File: src/rtl/lcd_byte_writer_if.sv
// Write-side bus between the MiniAlu LCD instruction and lcd_byte_writer.
// master: byte producer (iData, iRS, iWrite) observing the status flags.
// slave : lcd_byte_writer, which accepts bytes and reports oFull, oOverflow,
//         oBusy and oInitDone.
interface lcd_byte_writer_if;
   logic [7:0] iData;
   logic       iRS;
   logic       iWrite;
   logic       oFull;
   logic       oOverflow;
   logic       oBusy;
   logic       oInitDone;

   modport master (output iData, iRS, iWrite,
                   input  oFull, oOverflow, oBusy, oInitDone);
   modport slave  (input  iData, iRS, iWrite,
                   output oFull, oOverflow, oBusy, oInitDone);
endinterface

File: src/rtl/lcd_byte_writer.sv
// HD44780 4-bit byte writer. Buffers {RS, data} bytes strobed by the ALU in a
// FIFO, runs the power-on init/config sequence, then sends each queued byte
// as two timed nibbles on the LCD pins.
// Ports: Clock, Reset (sync, active high); bus (slave: iData, iRS, iWrite in;
//        oFull, oOverflow, oBusy, oInitDone out); oLCD_E, oLCD_RS, oLCD_RW,
//        oLCD_Data[3:0] (DB7..DB4) to the panel.
module lcd_byte_writer #(
   parameter int unsigned FIFO_AW   = 4,
   parameter int unsigned T_POWERUP = 750000,
   parameter int unsigned T_INIT1   = 205000,
   parameter int unsigned T_INIT2   = 5000,
   parameter int unsigned T_CMD     = 2000,
   parameter int unsigned T_CLEAR   = 82000,
   parameter int unsigned T_NIBBLE  = 50,
   parameter int unsigned T_SETUP   = 2,
   parameter int unsigned T_EPULSE  = 12,
   parameter int unsigned T_HOLD    = 1
) (
   input  logic             Clock,
   input  logic             Reset,
   lcd_byte_writer_if.slave bus,
   output logic             oLCD_E,
   output logic             oLCD_RS,
   output logic             oLCD_RW,
   output logic [3:0]       oLCD_Data
);

   function automatic int unsigned max2(input int unsigned a, input int unsigned b);
      return (a > b) ? a : b;
   endfunction

   localparam int unsigned DEPTH = 1 << FIFO_AW;
   localparam int unsigned PW    = FIFO_AW + 1;
   localparam int unsigned T_MAX = max2(max2(max2(T_POWERUP, T_INIT1), max2(T_INIT2, T_CMD)),
                                        max2(max2(T_CLEAR, T_NIBBLE),
                                             max2(max2(T_SETUP, T_EPULSE), T_HOLD)));
   localparam int unsigned CW    = $clog2(T_MAX + 1);

   typedef enum logic [3:0] {
      POWERUP_WAIT, SETUP_HI, E_HI, HOLD_HI, GAP,
      SETUP_LO, E_LO, HOLD_LO, WAIT, IDLE
   } stateT;

   // Counter load value for a state lasting t cycles
   function automatic logic [CW-1:0] ld(input int unsigned t);
      return CW'(t - 32'd1);
   endfunction

   function automatic int unsigned waitFor(input logic rs, input logic [7:0] b);
      return (!rs && (b == 8'h01 || b == 8'h02)) ? T_CLEAR : T_CMD;
   endfunction

   // Init steps 0..3 are high-nibble-only, 4..7 are full config bytes
   function automatic logic [7:0] initByte(input logic [2:0] s);
      case (s)
         3'd0, 3'd1, 3'd2: return 8'h30;
         3'd3:             return 8'h20;
         3'd4:             return 8'h28;
         3'd5:             return 8'h06;
         3'd6:             return 8'h0C;
         default:          return 8'h01;
      endcase
   endfunction

   function automatic logic [CW-1:0] initWaitLd(input logic [2:0] s);
      if (s[2]) return ld(waitFor(1'b0, initByte(s)));
      case (s[1:0])
         2'd0:    return ld(T_INIT1);
         2'd1:    return ld(T_INIT2);
         default: return ld(T_CMD);
      endcase
   endfunction

   stateT         state, stateNext;
   logic [CW-1:0] count, countNext;
   logic [2:0]    initStep, initStepNext;
   logic [3:0]    curLo, curLoNext;
   logic          curNib, curNibNext;
   logic [CW-1:0] curWait, curWaitNext;
   logic [PW-1:0] rdPtr, rdPtrNext, wrPtr, wrPtrNext;
   logic          fullQ, fullNext, ovfQ, ovfNext, busyQ, busyNext, doneQ, doneNext;
   logic          lcdE, lcdENext, lcdRS, lcdRSNext;
   logic [3:0]    lcdData, lcdDataNext;
   logic          push, pop, start, ldRS, ldNib, emptyNext;
   logic [7:0]    ldByte;
   logic [CW-1:0] ldWait;
   logic [8:0]    mem [DEPTH];
   logic [8:0]    memRd;
   logic          empty, expired;

   assign empty   = (wrPtr == rdPtr);
   assign expired = (count == '0);
   assign memRd   = mem[rdPtr[FIFO_AW-1:0]];

   // FIFO storage; flushing is done by resetting the pointers
   always_ff @(posedge Clock) begin
      if (push) mem[wrPtr[FIFO_AW-1:0]] <= {bus.iRS, bus.iData};
   end

   // Next state, counter, FIFO pointers and registered outputs
   always_comb begin
      stateNext    = state;
      countNext    = expired ? count : count - CW'(1);
      initStepNext = initStep;
      curLoNext    = curLo;
      curNibNext   = curNib;
      curWaitNext  = curWait;
      doneNext     = doneQ;
      lcdRSNext    = lcdRS;
      lcdDataNext  = lcdData;
      pop          = 1'b0;
      start        = 1'b0;
      ldByte       = 8'h00;
      ldRS         = 1'b0;
      ldNib        = 1'b0;
      ldWait       = '0;

      case (state)
         POWERUP_WAIT: if (expired) begin
            start  = 1'b1;
            ldByte = initByte(3'd0);
            ldNib  = 1'b1;
            ldWait = initWaitLd(3'd0);
         end
         SETUP_HI: if (expired) begin
            stateNext = E_HI;
            countNext = ld(T_EPULSE);
         end
         E_HI: if (expired) begin
            stateNext = HOLD_HI;
            countNext = ld(T_HOLD);
         end
         HOLD_HI: if (expired) begin
            stateNext = curNib ? WAIT : GAP;
            countNext = curNib ? curWait : ld(T_NIBBLE);
         end
         GAP: if (expired) begin
            stateNext   = SETUP_LO;
            countNext   = ld(T_SETUP);
            lcdDataNext = curLo;
         end
         SETUP_LO: if (expired) begin
            stateNext = E_LO;
            countNext = ld(T_EPULSE);
         end
         E_LO: if (expired) begin
            stateNext = HOLD_LO;
            countNext = ld(T_HOLD);
         end
         HOLD_LO: if (expired) begin
            stateNext = WAIT;
            countNext = curWait;
         end
         WAIT: if (expired) begin
            if (doneQ) begin
               stateNext = IDLE;
            end else if (initStep == 3'd7) begin
               stateNext = IDLE;
               doneNext  = 1'b1;
            end else begin
               initStepNext = initStep + 3'd1;
               start        = 1'b1;
               ldByte       = initByte(initStepNext);
               ldNib        = ~initStepNext[2];
               ldWait       = initWaitLd(initStepNext);
            end
         end
         IDLE: if (doneQ && !empty) begin
            pop    = 1'b1;
            start  = 1'b1;
            ldByte = memRd[7:0];
            ldRS   = memRd[8];
            ldWait = ld(waitFor(memRd[8], memRd[7:0]));
         end
         default: stateNext = POWERUP_WAIT;
      endcase

      // Common entry into a transfer: RS and the high nibble go out with SETUP_HI
      if (start) begin
         stateNext   = SETUP_HI;
         countNext   = ld(T_SETUP);
         curLoNext   = ldByte[3:0];
         curNibNext  = ldNib;
         curWaitNext = ldWait;
         lcdRSNext   = ldRS;
         lcdDataNext = ldByte[7:4];
      end

      // A full FIFO drops the write even when the same edge pops
      push      = bus.iWrite && !fullQ;
      wrPtrNext = wrPtr + PW'(push);
      rdPtrNext = rdPtr + PW'(pop);
      emptyNext = (wrPtrNext == rdPtrNext);
      fullNext  = (wrPtrNext[FIFO_AW] != rdPtrNext[FIFO_AW]) &&
                  (wrPtrNext[FIFO_AW-1:0] == rdPtrNext[FIFO_AW-1:0]);
      ovfNext   = ovfQ | (bus.iWrite & fullQ);
      busyNext  = !((stateNext == IDLE) && doneNext && emptyNext);
      lcdENext  = (stateNext == E_HI) || (stateNext == E_LO);
   end

   // State and datapath registers
   always_ff @(posedge Clock) begin
      if (Reset) begin
         state    <= POWERUP_WAIT;
         count    <= ld(T_POWERUP);
         initStep <= 3'd0;
         curLo    <= 4'h0;
         curNib   <= 1'b0;
         curWait  <= '0;
         rdPtr    <= '0;
         wrPtr    <= '0;
         fullQ    <= 1'b0;
         ovfQ     <= 1'b0;
         busyQ    <= 1'b1;
         doneQ    <= 1'b0;
         lcdE     <= 1'b0;
         lcdRS    <= 1'b0;
         lcdData  <= 4'h0;
      end else begin
         state    <= stateNext;
         count    <= countNext;
         initStep <= initStepNext;
         curLo    <= curLoNext;
         curNib   <= curNibNext;
         curWait  <= curWaitNext;
         rdPtr    <= rdPtrNext;
         wrPtr    <= wrPtrNext;
         fullQ    <= fullNext;
         ovfQ     <= ovfNext;
         busyQ    <= busyNext;
         doneQ    <= doneNext;
         lcdE     <= lcdENext;
         lcdRS    <= lcdRSNext;
         lcdData  <= lcdDataNext;
      end
   end

   assign bus.oFull      = fullQ;
   assign bus.oOverflow  = ovfQ;
   assign bus.oBusy      = busyQ;
   assign bus.oInitDone  = doneQ;
   assign oLCD_E         = lcdE;
   assign oLCD_RS        = lcdRS;
   assign oLCD_RW        = 1'b0;
   assign oLCD_Data      = lcdData;

endmodule

File: src/flat_wrapper.sv
// flat-port wrapper written by rule: the top's interface ports become plain ports
module lcd_byte_writer_flat 
#(
   parameter int unsigned FIFO_AW   = 4,
   parameter int unsigned T_POWERUP = 750000,
   parameter int unsigned T_INIT1   = 205000,
   parameter int unsigned T_INIT2   = 5000,
   parameter int unsigned T_CMD     = 2000,
   parameter int unsigned T_CLEAR   = 82000,
   parameter int unsigned T_NIBBLE  = 50,
   parameter int unsigned T_SETUP   = 2,
   parameter int unsigned T_EPULSE  = 12,
   parameter int unsigned T_HOLD    = 1
)
  (Clock, Reset, oLCD_E, oLCD_RS, oLCD_RW, oLCD_Data, bus_iData, bus_iRS, bus_iWrite, bus_oFull, bus_oOverflow, bus_oBusy, bus_oInitDone);
  lcd_byte_writer_if bus_i ();
  input  logic Clock;
  input  logic Reset;
  output logic oLCD_E;
  output logic oLCD_RS;
  output logic oLCD_RW;
  output logic [3:0] oLCD_Data;
  input wire logic [$bits(bus_i.iData)-1:0] bus_iData;
  input wire logic [$bits(bus_i.iRS)-1:0] bus_iRS;
  input wire logic [$bits(bus_i.iWrite)-1:0] bus_iWrite;
  output wire logic [$bits(bus_i.oFull)-1:0] bus_oFull;
  output wire logic [$bits(bus_i.oOverflow)-1:0] bus_oOverflow;
  output wire logic [$bits(bus_i.oBusy)-1:0] bus_oBusy;
  output wire logic [$bits(bus_i.oInitDone)-1:0] bus_oInitDone;
  assign bus_i.iData = bus_iData;
  assign bus_i.iRS = bus_iRS;
  assign bus_i.iWrite = bus_iWrite;
  assign bus_oFull = bus_i.oFull;
  assign bus_oOverflow = bus_i.oOverflow;
  assign bus_oBusy = bus_i.oBusy;
  assign bus_oInitDone = bus_i.oInitDone;
  lcd_byte_writer #(.FIFO_AW(FIFO_AW), .T_POWERUP(T_POWERUP), .T_INIT1(T_INIT1), .T_INIT2(T_INIT2), .T_CMD(T_CMD), .T_CLEAR(T_CLEAR), .T_NIBBLE(T_NIBBLE), .T_SETUP(T_SETUP), .T_EPULSE(T_EPULSE), .T_HOLD(T_HOLD)) u_core (.Clock(Clock), .Reset(Reset), .bus(bus_i), .oLCD_E(oLCD_E), .oLCD_RS(oLCD_RS), .oLCD_RW(oLCD_RW), .oLCD_Data(oLCD_Data));
endmodule
File: config.mk
export PLATFORM = sky130hd
export DESIGN_NAME = lcd_byte_writer_flat
export DESIGN_NICKNAME = d
export VERILOG_FILES = /design/src/rtl/lcd_byte_writer_if.sv /design/src/rtl/lcd_byte_writer.sv /design/src/flat_wrapper.sv
export SDC_FILE = /design/constraint.sdc
export NUM_CORES = 1
export LEC_CHECK = 0
export BUFFER_PORTS_ARGS = -buffer_cell sky130_fd_sc_hd__buf_2
export CORE_ASPECT_RATIO = 0.75
export CORE_UTILIZATION = 55
export DETAILED_ROUTE_END_ITERATION = 10
export PLACE_DENSITY = 0.72
export RECOVER_POWER = 100
export SYNTH_ARGS = -nofsm -noshare
export SYNTH_HDL_FRONTEND = slang
export SYNTH_SLANG_ARGS = --single-unit
File: constraint.sdc
create_clock -name Clock -period 6.89 [get_ports Clock]
set_input_delay 0 -clock Clock [delete_from_list [all_inputs] [get_ports Clock]]
set_output_delay 0 -clock Clock [all_outputs]
set_load 0.02 [all_outputs]
==> flow_summary.ini <==
[status]
status = complete, no violations

[clocking]
cts_sinks = 206
cts-buffers-inserted = 20
cts_root_buf = clkbuf_16
h-tree-depth = 1
clock_latency_ns = 0.49
clkSlewWorstSetupHoldPaths_ns = 0.06
cts.path.max_buffers = 3
cts_tree = built
postCtsSetupBuffers = 0

[pwr]
clkPwrFrac_pct = 43.7
p_leak_nw = 3.19
p_sw_share_pct = 19.9
peakVddDrop_v = 0.000222
power.switching_mw = 0.502
p_seq_share_pct = 53.3
powerDensity_nw_per_um2 = 255
p_total_mw = 2.52
combPwrFrac_pct = 3.0
p_int_mw = 2.02

[cells_and_area]
antennaDiodeCount = 0
fill_cells = 1144
nNetsFinal = 746
syn2layout_area_growth_pct = 10.9
fin_util_pct = 63.6
drive_above_1_share_pct = 8.74

[yosys]
syn-num-nets = 720
yosys.area.top_type = edfxtp_1
ys_ff_latch = 206
synth_top_area_share_pct = 48.4
syn_inst = 693
synthArstFlopShare_pct = 0
seq_area_frac_synth_pct = 62.3
yosys_warnings = 0
synth_ff_type = edfxtp_1
synth_area_leaders = edfxtp_1 48%, dfxtp_1 14%, mux4_2 4.5%
ys_types = 60
avgSynthCellArea_sq_um = 12.9
synth_edf_count = 144
syn-cell-area_sq_um = 8930

[timing]
fin_setup_tns_ns = 0
relSlewSlack_pct = 30.8
fin_crit_sh_pct = 52.1
maxSlewViolCount = 0
worst_pin_slew_ns = 1.04
rsz0062_at_grt = false
setup_viol = 0
finalClockSkew_ns = 0.0103
fin_crit_ns = 3.59
hold_viol = 0
fmax_mhz = 279

[critical_path]
path_cells = or3b_1 > a311oi_1 > clkbuf_1 > a31o_1 > nor2_1 > o211ai_1 > o2111ai_1
max_stage_delay_ns = 0.71
critPathMaxFanout = 20
endpoint_kind = flop
reg2reg_from = u_core.state[3]$_SDFF_PP0_
rrSetupSlack_ns = 3.30
start_kind = flop
arrival_ns = 3.94
timing_worst_setup_path_type = reg2reg
reg2regPathDepth = 7
r2r-end = u_core.bus.oBusy$_SDFF_PP1_
crit_required_ns = 7.24
cp_slowest_cell = dfxtp_1

[global_routing]
grt_max_degree = 57
overflow = 0
grt_pass1_vias = 5767
gr-usage-all-layers_pct = 25.1
grt_antenna_before_repair = 0
grt_pass1_wl_um = 31800

[floorplan]
core_sq_um = 15600
die_area_sq_um = 16800
initial_core_util_pct = 57.4
pin_count = 23
die_y_um = 112
die_x_um = 149
rows = 39

[detailed_routing]
drtIter0Drc = 721
drc_errors = 0
vias = 5866
wl_um = 20300
dr.pass1.iters = 5
antenna_left = 0
viasPerCell = 6.26
wl_per_cell_um = 21.6

[run]
max-cap-violations = 0

[place]
dp_hpwl_um = 13600
port_buffers = 21
gp_congestion = 0.880

[worst_hold_path]
min_path_cells = 3
worst_hold_path_type = in2reg
min_from = Reset
whs_endpoint = u_core.rdPtr[3]$_SDFF_PP0_
-- state kept, by name, summed over array words and instances (netlist names) --
signal	flops
u_core.bus.oBusy	1
u_core.wrPtr	5
u_core.curNib	1
u_core.initStep	3
u_core.count	20
u_core.state	4
u_core.mem	144
u_core.oLCD_E	1
u_core.rdPtr	5
u_core.oLCD_Data	4
u_core.curLo	4
u_core.oLCD_RS	1
u_core.bus.oFull	1
u_core.bus.oInitDone	1
u_core.bus.oOverflow	1
u_core.curWait	10
-- through the flow --
step                      instance area [sq um]  hold WS [ns]  setup slack, ns  instances
after floorplan                            8930        0.0989             3.96        693
after global placement                     9210         0.241             3.78        892
after detailed placement                   9210         0.326             3.82        892
after CTS                                  9970        0.0243             3.80        937
after global routing                       9900        0.0516             3.02        937
final                                      9900        0.0233             3.30        937
-- power by group through the flow --
| stage | Clock (mW) | Combinational, mW | Sequential (mW) |
|---|---|---|---|
| floorplan | 0 | 0.0389 | 1.37 |
| global placement | 0 | 0.0699 | 1.37 |
| detailed placement | 0 | 0.0722 | 1.37 |
| CTS | 1.10 | 0.0774 | 1.34 |
| global route | 1.15 | 0.0830 | 1.34 |
| finish | 1.10 | 0.0765 | 1.34 |
-- final cells by class --
class,count,area [sq um],share of cell area [%]
timing repair buffer,40,226,2.29
clock buffer,26,574,5.80
clock inverter,9,88.8,0.897
tap,205,256,2.59
inverter,15,56.3,0.568
multi-input combinational,436,3130,31.6
sequential,206,5570,56.2
-- repair_timing --
action                    4_1_cts  5_1_grt
gates resized for setup         0        0
hold endpoints to repair      145        0
hold buffers                   10        0
-- kinds of logic (layout without fill, tap and decap cells) --
logic type,after synthesis,count (layout),share of synthesized area [%]
buf+inv,51,90,2.44
compound gates,119,119,8.83
mux,59,59,9.18
other cells,1,1,0.0420
flops,206,206,62.3
xor+xnor,31,31,3.04
simple gates,211,211,12.0
fa+ha+maj,15,15,2.10
-- worst max path at each step --
stage,startpoint,endpoint,slack [ns],cells past startpoint
2_1_floorplan,u_core.state[2]$_SDFF_PP0_,u_core.bus.oBusy$_SDFF_PP1_,3.96,11
3_3_place_gp,u_core.rdPtr[0]$_SDFF_PP0_,u_core.bus.oBusy$_SDFF_PP1_,3.78,9
3_5_place_dp,u_core.rdPtr[0]$_SDFF_PP0_,u_core.bus.oBusy$_SDFF_PP1_,3.82,9
4_1_cts,u_core.rdPtr[0]$_SDFF_PP0_,u_core.bus.oBusy$_SDFF_PP1_,3.80,9
5_1_grt,u_core.state[3]$_SDFF_PP0_,u_core.bus.oBusy$_SDFF_PP1_,3.02,7
6_report,u_core.state[3]$_SDFF_PP0_,u_core.bus.oBusy$_SDFF_PP1_,3.30,7
-- synthesized netlist by cell type (6+ instances only) --
cell        n
a21oi_1    32
a221oi_1   14
a22oi_1     9
a31oi_1    10
buf_2       6
clkbuf_1   20
dfxtp_1    62
edfxtp_1  144
ha_1       15
inv_1      14
mux2i_1    38
mux4_2     18
nand2_1    42
nand2b_1   11
nand3_1    11
nor2_1     63
nor2b_1     7
nor3_1     35
nor4_1      8
o21ai_0    21
or3_1       6
xnor2_1    13
xor2_1     18
-- critical path, delay by kind of cell, from the launching register on --
kind	cells	cell delay (ns)
flip-flops	1	0.71
buffers and inverters	1	0.62
AO/OA/AOI/OAI	4	1.46
AND/OR/NAND/NOR	2	0.65
-- per-layer routing --
metal	wire [um]	up-vias	track usage, %
met4	549	0	8.10
met3	1810	50	5.33
li1	-	2674	-
met1	9100	2848	37.7
met5	0	-	0
met2	8790	294	36.7
-- layout by cell type, fill, tap and decap left out, types with 4 or more instances in the layout --
| cell | Yosys | routed |
|---|---|---|
| a211oi_1 | 4 | 4 |
| a21oi_1 | 32 | 32 |
| a221o_1 | 4 | 4 |
| a221oi_1 | 14 | 14 |
| a22oi_1 | 9 | 9 |
| a31oi_1 | 10 | 10 |
| clkbuf_1 | 20 | 27 |
| clkbuf_16 | 0 | 21 |
| clkinv_1 | 1 | 6 |
| dfxtp_1 | 62 | 61 |
| dlygate4sd3_1 | 0 | 10 |
| edfxtp_1 | 144 | 144 |
| ha_1 | 15 | 15 |
| inv_1 | 14 | 14 |
| mux2i_1 | 38 | 38 |
| mux4_2 | 18 | 18 |
| nand2_1 | 42 | 42 |
| nand2b_1 | 11 | 11 |
| nand3_1 | 11 | 11 |
| nor2_1 | 63 | 63 |
| nor2b_1 | 7 | 7 |
| nor3_1 | 35 | 35 |
| nor4_1 | 8 | 10 |
| o211ai_1 | 4 | 4 |
| o21ai_0 | 21 | 21 |
| or2_2 | 4 | 4 |
| or3_1 | 6 | 6 |
| xnor2_1 | 13 | 13 |
| xor2_1 | 18 | 18 |
No activity file was read; power rests on OpenSTA's default activity.
